File: src/rtl/chunked_adder_sequencer.sv
// chunked_adder_sequencer: WIDTH-bit adder run as CHUNKS passes of one 8-bit slice, LSB chunk first
//   clk, rst (async, active-high)
//   in_valid/in_ready, a, b, cin : operand handshake, captured on accept
//   out_valid/out_ready, sum, cout : result handshake, held stable until consumed
//   busy : high while an operation is in RUN or DONE
//   APPROX_LSB_CHUNK_EN : adds input approx; chunk 0 becomes a|b with no carry into chunk 1
module chunked_adder_sequencer #(
  parameter int WIDTH = 32
) (
  input  logic             clk,
  input  logic             rst,
  input  logic             in_valid,
  output logic             in_ready,
  input  logic [WIDTH-1:0] a,
  input  logic [WIDTH-1:0] b,
  input  logic             cin,
  output logic             out_valid,
  input  logic             out_ready,
  output logic [WIDTH-1:0] sum,
  output logic             cout,
  output logic             busy
`ifdef APPROX_LSB_CHUNK_EN
  ,
  input  logic             approx
`endif
);
  localparam int CHUNKS = WIDTH / 8;
  localparam int IW = (CHUNKS > 1) ? $clog2(CHUNKS) : 1;
  localparam logic [IW-1:0] LAST = IW'(CHUNKS - 1);
  localparam logic [1:0] IDLE = 2'd0;
  localparam logic [1:0] RUN  = 2'd1;
  localparam logic [1:0] DONE = 2'd2;
  logic [1:0]       state;
  logic [WIDTH-1:0] a_q, b_q;
  logic             carry;
  logic [IW-1:0]    idx;
  logic [7:0]       x, y, s;
  logic [8:0]       full;
  logic             co;
  logic             lsb_approx;
  assign x    = a_q[{idx, 3'b000} +: 8];
  assign y    = b_q[{idx, 3'b000} +: 8];
  assign full = {1'b0, x} + {1'b0, y} + {8'd0, carry};
`ifdef APPROX_LSB_CHUNK_EN
  logic approx_q;
  assign lsb_approx = approx_q && (idx == '0);
  always_ff @(posedge clk or posedge rst)
    if (rst) approx_q <= 1'b0;
    else if (state == IDLE && in_valid) approx_q <= approx;
`else
  assign lsb_approx = 1'b0;
`endif
  // approximate chunk 0 ignores the incoming carry and never produces one
  assign s  = lsb_approx ? (x | y) : full[7:0];
  assign co = lsb_approx ? 1'b0 : full[8];
  assign in_ready  = state == IDLE;
  assign out_valid = state == DONE;
  assign busy      = state != IDLE;
  always_ff @(posedge clk or posedge rst) begin
    if (rst) begin
      state <= IDLE;
      a_q   <= '0;
      b_q   <= '0;
      carry <= 1'b0;
      idx   <= '0;
      sum   <= '0;
      cout  <= 1'b0;
    end else if (state == IDLE) begin
      if (in_valid) begin
        a_q   <= a;
        b_q   <= b;
        carry <= cin;
        idx   <= '0;
        state <= RUN;
      end
    end else if (state == RUN) begin
      sum[{idx, 3'b000} +: 8] <= s;
      carry <= co;
      if (idx == LAST) begin
        cout  <= co;
        state <= DONE;
      end else idx <= idx + 1'b1;
    end else if (out_ready) state <= IDLE;
  end
endmodule

File: config.mk
export PLATFORM = sky130hd
export DESIGN_NAME = chunked_adder_sequencer
export DESIGN_NICKNAME = d
export VERILOG_FILES = /design/src/rtl/chunked_adder_sequencer.sv
export SDC_FILE = /design/constraint.sdc
export NUM_CORES = 1
export LEC_CHECK = 0
export BUFFER_PORTS_ARGS = -buffer_cell sky130_fd_sc_hd__buf_4
export CAP_MARGIN = 20
export CORE_MARGIN = 8
export CORE_UTILIZATION = 35
export DETAILED_ROUTE_END_ITERATION = 12
export PLACE_DENSITY = 0.66
export SETUP_SLACK_MARGIN = 0.4
export SLEW_MARGIN = 10
export SYNTH_ARGS = -nofsm -noshare
export SYNTH_HDL_FRONTEND = slang
export SYNTH_SLANG_ARGS = --single-unit
File: constraint.sdc
create_clock -name clk -period 3.85 [get_ports clk]
set_input_delay 0.77 -clock clk [delete_from_list [all_inputs] [get_ports clk]]
set_output_delay 0.77 -clock clk [all_outputs]
set_load 0.02 [all_outputs]
==> flow_metrics.env, run 1 <==
export IMPL_numClockSinks=102
export IMPL_hold_viol_final=0
export IMPL_gr_usage_all_layers=0.133
export IMPL_synthArstFlopShare=1.00
export IMPL_start_util=0.356
export IMPL_die_h_um=132
export IMPL_synth_top_area_frac=0.545
export IMPL_ys_ff_latch=102
export IMPL_hold_path_class="input port to asynchronous set/reset pin"
export IMPL_p_per_area_nw_per_um2=1020
export IMPL_worst_pin_slew_ns=0.809
export IMPL_cp_start_kind="flop"
export IMPL_final_cells=606
export IMPL_ir_worst_vdd_mv=0.578
export IMPL_drv_cap=0
export IMPL_cts_repair_resized=0
export IMPL_critPathMaxFanout=23
export IMPL_p_leak_uw=0.00273
export IMPL_drc_errors=0
export IMPL_rsz0062_at_grt="no"
export IMPL_ctsHoldBuffers=0
export IMPL_die_w_um=132
export IMPL_synth_edf_count=0
export IMPL_dp_cells=589
export IMPL_drv_slew=0
export IMPL_cts_max_level=3
export IMPL_critical_path_class="flop to flop"
export IMPL_overflow=0
export IMPL_cts_root_buf="clkbuf_16"
export IMPL_core_um2=13100
export IMPL_post_drt_wl_per_cell_um=18.3
export IMPL_nNetsFinal=509
export IMPL_setup_violations=0
export IMPL_grt_pass1_wl_um=18200
export IMPL_clockBufferDepth=2
export IMPL_io_pins=105
export IMPL_fin_setup_tns_ns=0
export IMPL_skew_ns=0.00450
export IMPL_drt_first_pass_iters=4
export IMPL_clock_latency_ns=0.34
export IMPL_netlist_instances=318
export IMPL_synth_top_area_cell="dfrtp_1"
export IMPL_hpwl_um=8450
export IMPL_slew_headroom=0.461
export IMPL_fin_crit_sh=0.795
export IMPL_tritoncts="done"
export IMPL_n_fill_cell=1198
export IMPL_synthFlopType="dfrtp_1"
export IMPL_ant_nets=0
export IMPL_endpoint_kind="flop"
export IMPL_netlist_area_um2=4680
export IMPL_outcome="finished clean"
export IMPL_ys_warn_count=0
export IMPL_netlist_top_cells_area="dfrtp_1, mux2_2, mux4_2"
export IMPL_vias=2971
export IMPL_syn_avg_cell_area_um2=14.7
export IMPL_grt_max_degree=82
export IMPL_max_freq_mhz=327
export IMPL_grt_pass1_vias=3420
export IMPL_antenna_found_initial=0
export IMPL_area_delta_synth_final_pct=28.0
export IMPL_drt_vias_per_instance=4.90
export IMPL_period_needed_ns=3.06
export IMPL_synthesis_nets=402
export IMPL_synth_distinct_cells=41
export IMPL_routed_wl_um=11100
export IMPL_arrival_ns=3.27
export IMPL_cts_inserted_buffers=9
export IMPL_die_area_um2=17300
export IMPL_path_clk_slew_ns=0.06
export IMPL_portBuffers=104
export IMPL_rows=42
export IMPL_antennaDiodeCount=0
export IMPL_seq_area_frac_synth=0.545
export IMPL_drt_iter0_markers=168
export IMPL_drive_gt1_frac=0.509
export IMPL_cts_setup_buffers=0
export IMPL_crit_required_ns=4.06
export IMPL_globalplace_congestion=0.783
## report_power, final
group          switching (uW)  internal [uW]
logic                    1790           1500
registers                 300           1560
clock network             368            588
## worst max-delay path, stage by stage, from the launching register on
cell      delay [ns]
dfrtp_1         0.41
buf_4           0.40
mux4_2          0.61
ha_1            0.34
a211oi_1        0.29
o21bai_1        0.16
and4b_1         0.24
nor3_2          0.33
o21ai_0         0.15
## synth_stat cells, drive strengths merged, types with 2 or more instances
master	count
o21bai	2
nor2	6
nand2	17
a22o	27
buf	13
nor3	3
a21o	4
xnor2	4
ha	13
a21oi	6
dfrtp	102
o21ai	12
fa	2
mux2	65
inv	8
nand2b	2
mux4	16
## final timing paths
path	startpoint	slack, ns	cells past startpoint	end
min	rst	0.41	2	sum[18]
max	idx[0]	0.79	8	sum[31]
min in group clk	sum[23]	0.49	2	sum[23]
max in group asynchronous	rst	2.82	3	a_q[17]
max reg2reg	idx[0]	0.79	8	sum[31]
min reg2reg	sum[23]	0.49	2	sum[23]
## area by class of cell
class	count	area, um2	share of cell area
clock buffer	13	250	0.0418
sequential	102	2550	0.426
timing repair buffer	109	838	0.140
tap	176	220	0.0368
multi-input combinational	195	2030	0.339
inverter	8	32.5	0.00543
clock inverter	3	67.6	0.0113
## placed cells by master, fill, tap and decap left out, drive strengths merged, types with 2 or more instances in the layout
| master | n |
|---|---|
| a21o | 4 |
| a21oi | 6 |
| a22o | 27 |
| buf | 109 |
| bufinv | 2 |
| clkbuf | 13 |
| dfrtp | 102 |
| fa | 2 |
| ha | 13 |
| inv | 8 |
| mux2 | 65 |
| mux4 | 16 |
| nand2 | 17 |
| nand2b | 2 |
| nor2 | 6 |
| nor3 | 3 |
| o21ai | 12 |
| o21bai | 2 |
| xnor2 | 4 |
## registers in the layout, summed over array words and instances, names as in the netlist
| signal | count |
|---|---|
| b_q | 32 |
| carry | 1 |
| a_q | 32 |
| sum | 32 |
| cout | 1 |
| state | 2 |
| idx | 2 |
## stage by stage
step | setup WS (ns) | hold WS (ns) | utilization | cell area [um2] | total power, uW
2_1_floorplan | 0.405 | 0.475 | - | 4680 | 4220
3_3_place_gp | 0.937 | 0.477 | 0.430 | 5650 | 5090
3_5_place_dp | 0.769 | 0.483 | 0.430 | 5650 | 5190
4_1_cts | 0.747 | 0.497 | 0.454 | 5960 | 6160
5_1_grt | 0.471 | 0.422 | 0.456 | 5990 | 6550
6_report | 0.790 | 0.411 | 0.456 | 5990 | 6110
## layer usage
layer | up-vias | GRT usage | routed length (um) | share of wire
met2 | 84 | 0.227 | 5760 | 0.52
met1 | 1480 | 0.156 | 4670 | 0.42
li1 | 1398 | - | - | -
met5 | - | 0 | 0 | 0
met4 | 0 | 0.0383 | 123 | 0.011
met3 | 9 | 0.0427 | 518 | 0.047
## logic make-up (layout without fill, tap and decap cells)
family | Yosys count | after routing | share of synthesized area
xor gates and xnor gates | 5 | 5 | 0.00936
muxes | 81 | 81 | 0.233
and+or+nand+nor | 37 | 37 | 0.0540
AOI/OAI and AO/OA | 57 | 57 | 0.0920
DFF | 102 | 102 | 0.545
adders and majority gates | 15 | 15 | 0.0433
buffers and inverters | 21 | 133 | 0.0227
(Power assumes the default switching activity.)
==> run 2, diff against run 1 <==
Settings changed: PLACE_DENSITY 0.66 to 0.68.
Clock period 3.85 ns to 2.57 ns, I/O delays scaled along.
==> flow_metrics.env, run 2 (same netlist as run 1, synthesis figures left out) <==
export IMPL_outcome="finished, violations left"
export IMPL_violations="negative setup slack"
export IMPL_dp_cells=605
export IMPL_die_w_um=132
export IMPL_start_util=0.356
export IMPL_slew_headroom=0.485
export IMPL_area_delta_synth_final_pct=35.3
export IMPL_critPathLaunch="idx[0]"
export IMPL_drt_vias_per_instance=4.97
export IMPL_numClockSinks=102
export IMPL_antennaDiodeCount=0
export IMPL_rsz0062_at_grt="yes"
export IMPL_drt_first_pass_iters=4
export IMPL_drt_iter0_markers=121
export IMPL_cts_max_level=3
export IMPL_drive_gt1_frac=0.582
export IMPL_grt_pass1_wl_um=18900
export IMPL_top_layer="met4"
export IMPL_core_um2=13100
export IMPL_skew_ns=0.00824
export IMPL_period_needed_ns=2.71
export IMPL_met3_length_um=611
export IMPL_drc_errors=0
export IMPL_setup_slack_ns=-0.144
export IMPL_critical_path_class="flop to flop"
export IMPL_ant_nets=0
export IMPL_layout_common_cells="buf_4, dfrtp_1, mux2_2"
export IMPL_dp_slack_ns=-0.166
export IMPL_clockBufferDepth=2
export IMPL_fin_crit_sh=1.06
export IMPL_io_pins=105
export IMPL_power_uw=10800
export IMPL_hold_viol_final=0
export IMPL_cts_root_buf="clkbuf_16"
export IMPL_ctsHoldBuffers=0
export IMPL_die_area_um2=17300
export IMPL_routed_wl_um=11600
export IMPL_arrival_ns=2.93
export IMPL_hpwl_um=8890
export IMPL_met2_length_um=6160
export IMPL_critPathMaxFanout=4
export IMPL_drv_cap=0
export IMPL_crit_required_ns=2.79
export IMPL_fin_hold_ws_ns=0.303
export IMPL_setup_violations=18
export IMPL_max_freq_mhz=368
export IMPL_reg2reg_slack_ns=-0.14
export IMPL_globalplace_congestion=0.739
export IMPL_nNetsFinal=531
export IMPL_cts_inserted_buffers=9
export IMPL_vias=3124
export IMPL_crit_end="cout"
export IMPL_endpoint_kind="flop"
export IMPL_clock_latency_ns=0.34
export IMPL_regToRegEndpoint="cout"
export IMPL_gr_usage_all_layers=0.137
export IMPL_worst_pin_slew_ns=0.771
export IMPL_grt_pass1_vias=3572
export IMPL_reg_top3="a_q: 32 flops, b_q: 32 flops, sum: 32 flops"
export IMPL_p_per_area_nw_per_um2=1700
export IMPL_drv_slew=0
export IMPL_overflow=0
export IMPL_post_drt_wl_per_cell_um=18.5
export IMPL_ir_worst_vdd_mv=0.929
export IMPL_portBuffers=104
export IMPL_antenna_found_initial=0
export IMPL_die_h_um=132
export IMPL_final_common_cell="buf_4"
export IMPL_grt_max_degree=66
export IMPL_final_cells=628
export IMPL_hold_path_class="input port to asynchronous set/reset pin"
export IMPL_r2r_start="idx[0]"
export IMPL_rows=42
export IMPL_cp_start_kind="flop"
export IMPL_tritoncts="done"
export IMPL_reg2reg_depth=8
export IMPL_p_leak_uw=0.00288
export IMPL_path_clk_slew_ns=0.07
export IMPL_met1_length_um=4620
[run 2: cell types whose count changed in the layout (fill, tap and decap cells not counted), sizes merged]
cell and delta:
clkbuf -4, clkinvlp +3, buf +22, clkinv +1
[run 2: worst min-delay path by stage]
stage,start,cells after the start,to
after global routing,rst,2,state[1]
after global placement,sum[15],2,sum[15]
after CTS,rst,2,state[1]
after floorplan,a_q[16],1,a_q[16]
after detailed placement,sum[31],2,sum[31]
final,rst,2,state[1]
[run 2: routing by layer]
layer	up-vias	GRT usage
met3	19	0.0438
met4	0	0.0479
li1	1445	-
met1	1583	0.148
met5	-	0
met2	77	0.246
[run 2: report_power, final]
group / internal, uW / switching [uW]
clock: 854 / 596
sequential: 2340 / 458
combinational: 3370 / 3180
[run 2: what timing repair did]
action | 4_1_cts | 5_1_grt
endpoints found under the setup margin | 27 | 33
gates resized for setup | 24 | 5
setup buffers | 5 | 2
pin swaps | 18 | 6
[run 2: per-stage QoR]
step,utilization,TNS (ns),instance area [um2]
6_report,0.482,-1.30,6330
5_1_grt,0.482,-3.14,6330
4_1_cts,0.480,-1.02,6300
3_5_place_dp,0.442,-2.06,5810
3_3_place_gp,0.442,-1.05,5810
2_1_floorplan,-,-1.46,4720
[run 2: cell type report]
type	count	area (um2)
well taps	176	220
flip-flops and latches	102	2550
multi-input cells	195	2160
clock inverters	7	96.3
fillers	1175	6810
repair buffers	131	1040
inverters	8	33.8
clock buffers	9	225
[run 2: critical path, cell delays in order (launching register included)]
cell and delay, ns:
dfrtp_2 0.42, mux4_2 0.53, fa_2 0.40, fa_2 0.35, a21o_1 0.20, a221oi_4 0.28, o21bai_1 0.10, a21oi_1 0.19
a31oi_1 0.11
==> run 3, diff against run 2 <==
Settings changed: CELL_PAD_IN_SITES_DETAIL_PLACEMENT set to 1, CELL_PAD_IN_SITES_GLOBAL_PLACEMENT set to 1, PLACE_DENSITY 0.68 to 0.78.
==> flow_metrics.env, run 3 (same netlist as run 1, synthesis figures left out) <==
export IMPL_outcome="finished, violations left"
export IMPL_violations="negative setup slack"
export IMPL_worst_pin_slew_ns=0.556
export IMPL_core_um2=13100
export IMPL_crit_end="sum[7]"
export IMPL_gr_usage_all_layers=0.150
export IMPL_cp_common_cell="buf_4"
export IMPL_globalplace_congestion=0.758
export IMPL_power_switching_uw=4540
export IMPL_final_common_cell="buf_4"
export IMPL_regToRegEndpoint="sum[7]"
export IMPL_dp_slack_ns=-0.344
export IMPL_hpwl_um=9380
export IMPL_drt_iter0_markers=135
export IMPL_layout_common_cells="buf_4, dfrtp_1, mux2_2"
export IMPL_drc_errors=0
export IMPL_setup_slack_ns=-0.288
export IMPL_critical_path_class="flop to flop"
export IMPL_max_freq_mhz=350
export IMPL_combPwrFrac=0.620
export IMPL_area_delta_synth_final_pct=38.0
export IMPL_cts_max_level=3
export IMPL_numClockSinks=102
export IMPL_clockBufferDepth=2
export IMPL_critical_path_top_delay_family="multiplexers"
export IMPL_ant_nets=0
export IMPL_post_drt_wl_per_cell_um=20.2
export IMPL_arrival_ns=3.09
export IMPL_power_uw=11500
export IMPL_vias=3175
export IMPL_reg2reg_slack_ns=-0.29
export IMPL_io_pins=105
export IMPL_grt_pass1_vias=3742
export IMPL_grt_pass1_wl_um=20500
export IMPL_reg2reg_depth=11
export IMPL_grt_max_degree=103
export IMPL_hold_viol_final=0
export IMPL_slew_headroom=0.629
export IMPL_nNetsFinal=535
export IMPL_start_util=0.356
export IMPL_critPathMaxFanout=4
export IMPL_p_per_area_nw_per_um2=1780
export IMPL_rsz0062_at_grt="yes"
export IMPL_seqPwrFrac=0.243
export IMPL_routed_wl_um=12800
export IMPL_fin_hold_ws_ns=0.312
export IMPL_antennaDiodeCount=0
export IMPL_ir_worst_vdd_mv=0.791
export IMPL_hold_path_class="input port to asynchronous set/reset pin"
export IMPL_die_w_um=132
export IMPL_critical_path_max_stage_delay_ns=0.57
export IMPL_antenna_found_initial=0
export IMPL_rows=42
export IMPL_die_area_um2=17300
export IMPL_overflow=0
export IMPL_crit_required_ns=2.80
export IMPL_r2r_start="idx[0]"
export IMPL_drive_gt1_frac=0.586
export IMPL_cp_cell_sequence="buf_4 > buf_6 > buf_8 > mux4_2 > ha_4 > a211oi_4 > o21bai_4 > and4b_1 > nor3_2 > buf_4 > o21ai_1"
export IMPL_die_h_um=132
export IMPL_intPower_uw=6990
export IMPL_pwr_share_clk=0.137
export IMPL_clock_latency_ns=0.35
export IMPL_drt_vias_per_instance=5.02
export IMPL_endpoint_kind="flop"
export IMPL_cpMaxStageDelayCell="mux4_2"
export IMPL_drv_slew=0
export IMPL_cts_inserted_buffers=9
export IMPL_cp_depth=11
export IMPL_skew_ns=0.0107
export IMPL_p_leak_uw=0.00293
export IMPL_critPathLaunch="idx[0]"
export IMPL_period_needed_ns=2.86
export IMPL_setup_violations=22
export IMPL_cp_start_kind="flop"
export IMPL_tritoncts="done"
export IMPL_portBuffers=104
export IMPL_switching_share=0.394
export IMPL_drv_cap=0
export IMPL_placed_cell_area_um2=5790
export IMPL_fin_area_um2=6460
export IMPL_reg_top3="a_q: 32 flops, b_q: 32 flops, sum: 32 flops"
export IMPL_cts_root_buf="clkbuf_16"
export IMPL_drt_first_pass_iters=4
export IMPL_worst_path_buf_inv=4
export IMPL_fin_crit_sh=1.11
export IMPL_path_clk_slew_ns=0.08
-- run 3: worst min-delay path, stage by stage --
cell	delay, ns
buf_4	0.12
clkinvlp_4	0.07
buf_12	0.40
-- run 3: cell type report --
| cell class | count | area (um2) |
|---|---|---|
| fill | 1314 | 6680 |
| sequential | 102 | 2550 |
| multi-input combinational | 195 | 2180 |
| timing repair buffer | 135 | 1120 |
| clock buffer | 9 | 225 |
| tap | 176 | 220 |
| clock inverter | 7 | 123 |
| inverter | 8 | 33.8 |
-- run 3: how the worst min path moves through the flow --
stage / end / cells after the start
6_report: sum[31] / 3
5_1_grt: sum[0] / 3
4_1_cts: sum[0] / 3
3_5_place_dp: sum[26] / 2
3_3_place_gp: sum[2] / 2
2_1_floorplan: a_q[16] / 1
-- run 3: metal layers --
| metal | global-route usage | vias up | routed length [um] |
|---|---|---|---|
| li1 | - | 1449 | - |
| met1 | 0.173 | 1619 | 5190 |
| met2 | 0.260 | 85 | 6690 |
| met3 | 0.0419 | 22 | 606 |
| met4 | 0.0581 | 0 | 284 |
| met5 | 0 | - | 0 |
-- run 3: power by group through the flow --
stage          registers [uW]  clock network, uW  logic (uW)
2_1_floorplan            2840                  0        3640
3_3_place_gp             2780                  0        5410
3_5_place_dp             2840                  0        5630
4_1_cts                  2810               1620        6790
5_1_grt                  2900               1680        7670
6_report                 2800               1580        7150
-- run 3: metrics by stage --
step / utilization / std cells / setup TNS, ns
2_1_floorplan: - / 318 / -1.46
3_3_place_gp: 0.441 / 601 / -1.65
3_5_place_dp: 0.441 / 601 / -3.32
4_1_cts: 0.483 / 623 / -2.03
5_1_grt: 0.492 / 632 / -6.19
6_report: 0.492 / 632 / -4.14
-- run 3: repair_timing --
action	in CTS	in global routing
gates resized for setup	30	9
cloned	0	0
setup endpoints to repair	29	33
pin swaps	12	11
hold buffers	0	0
buffers inserted	6	9
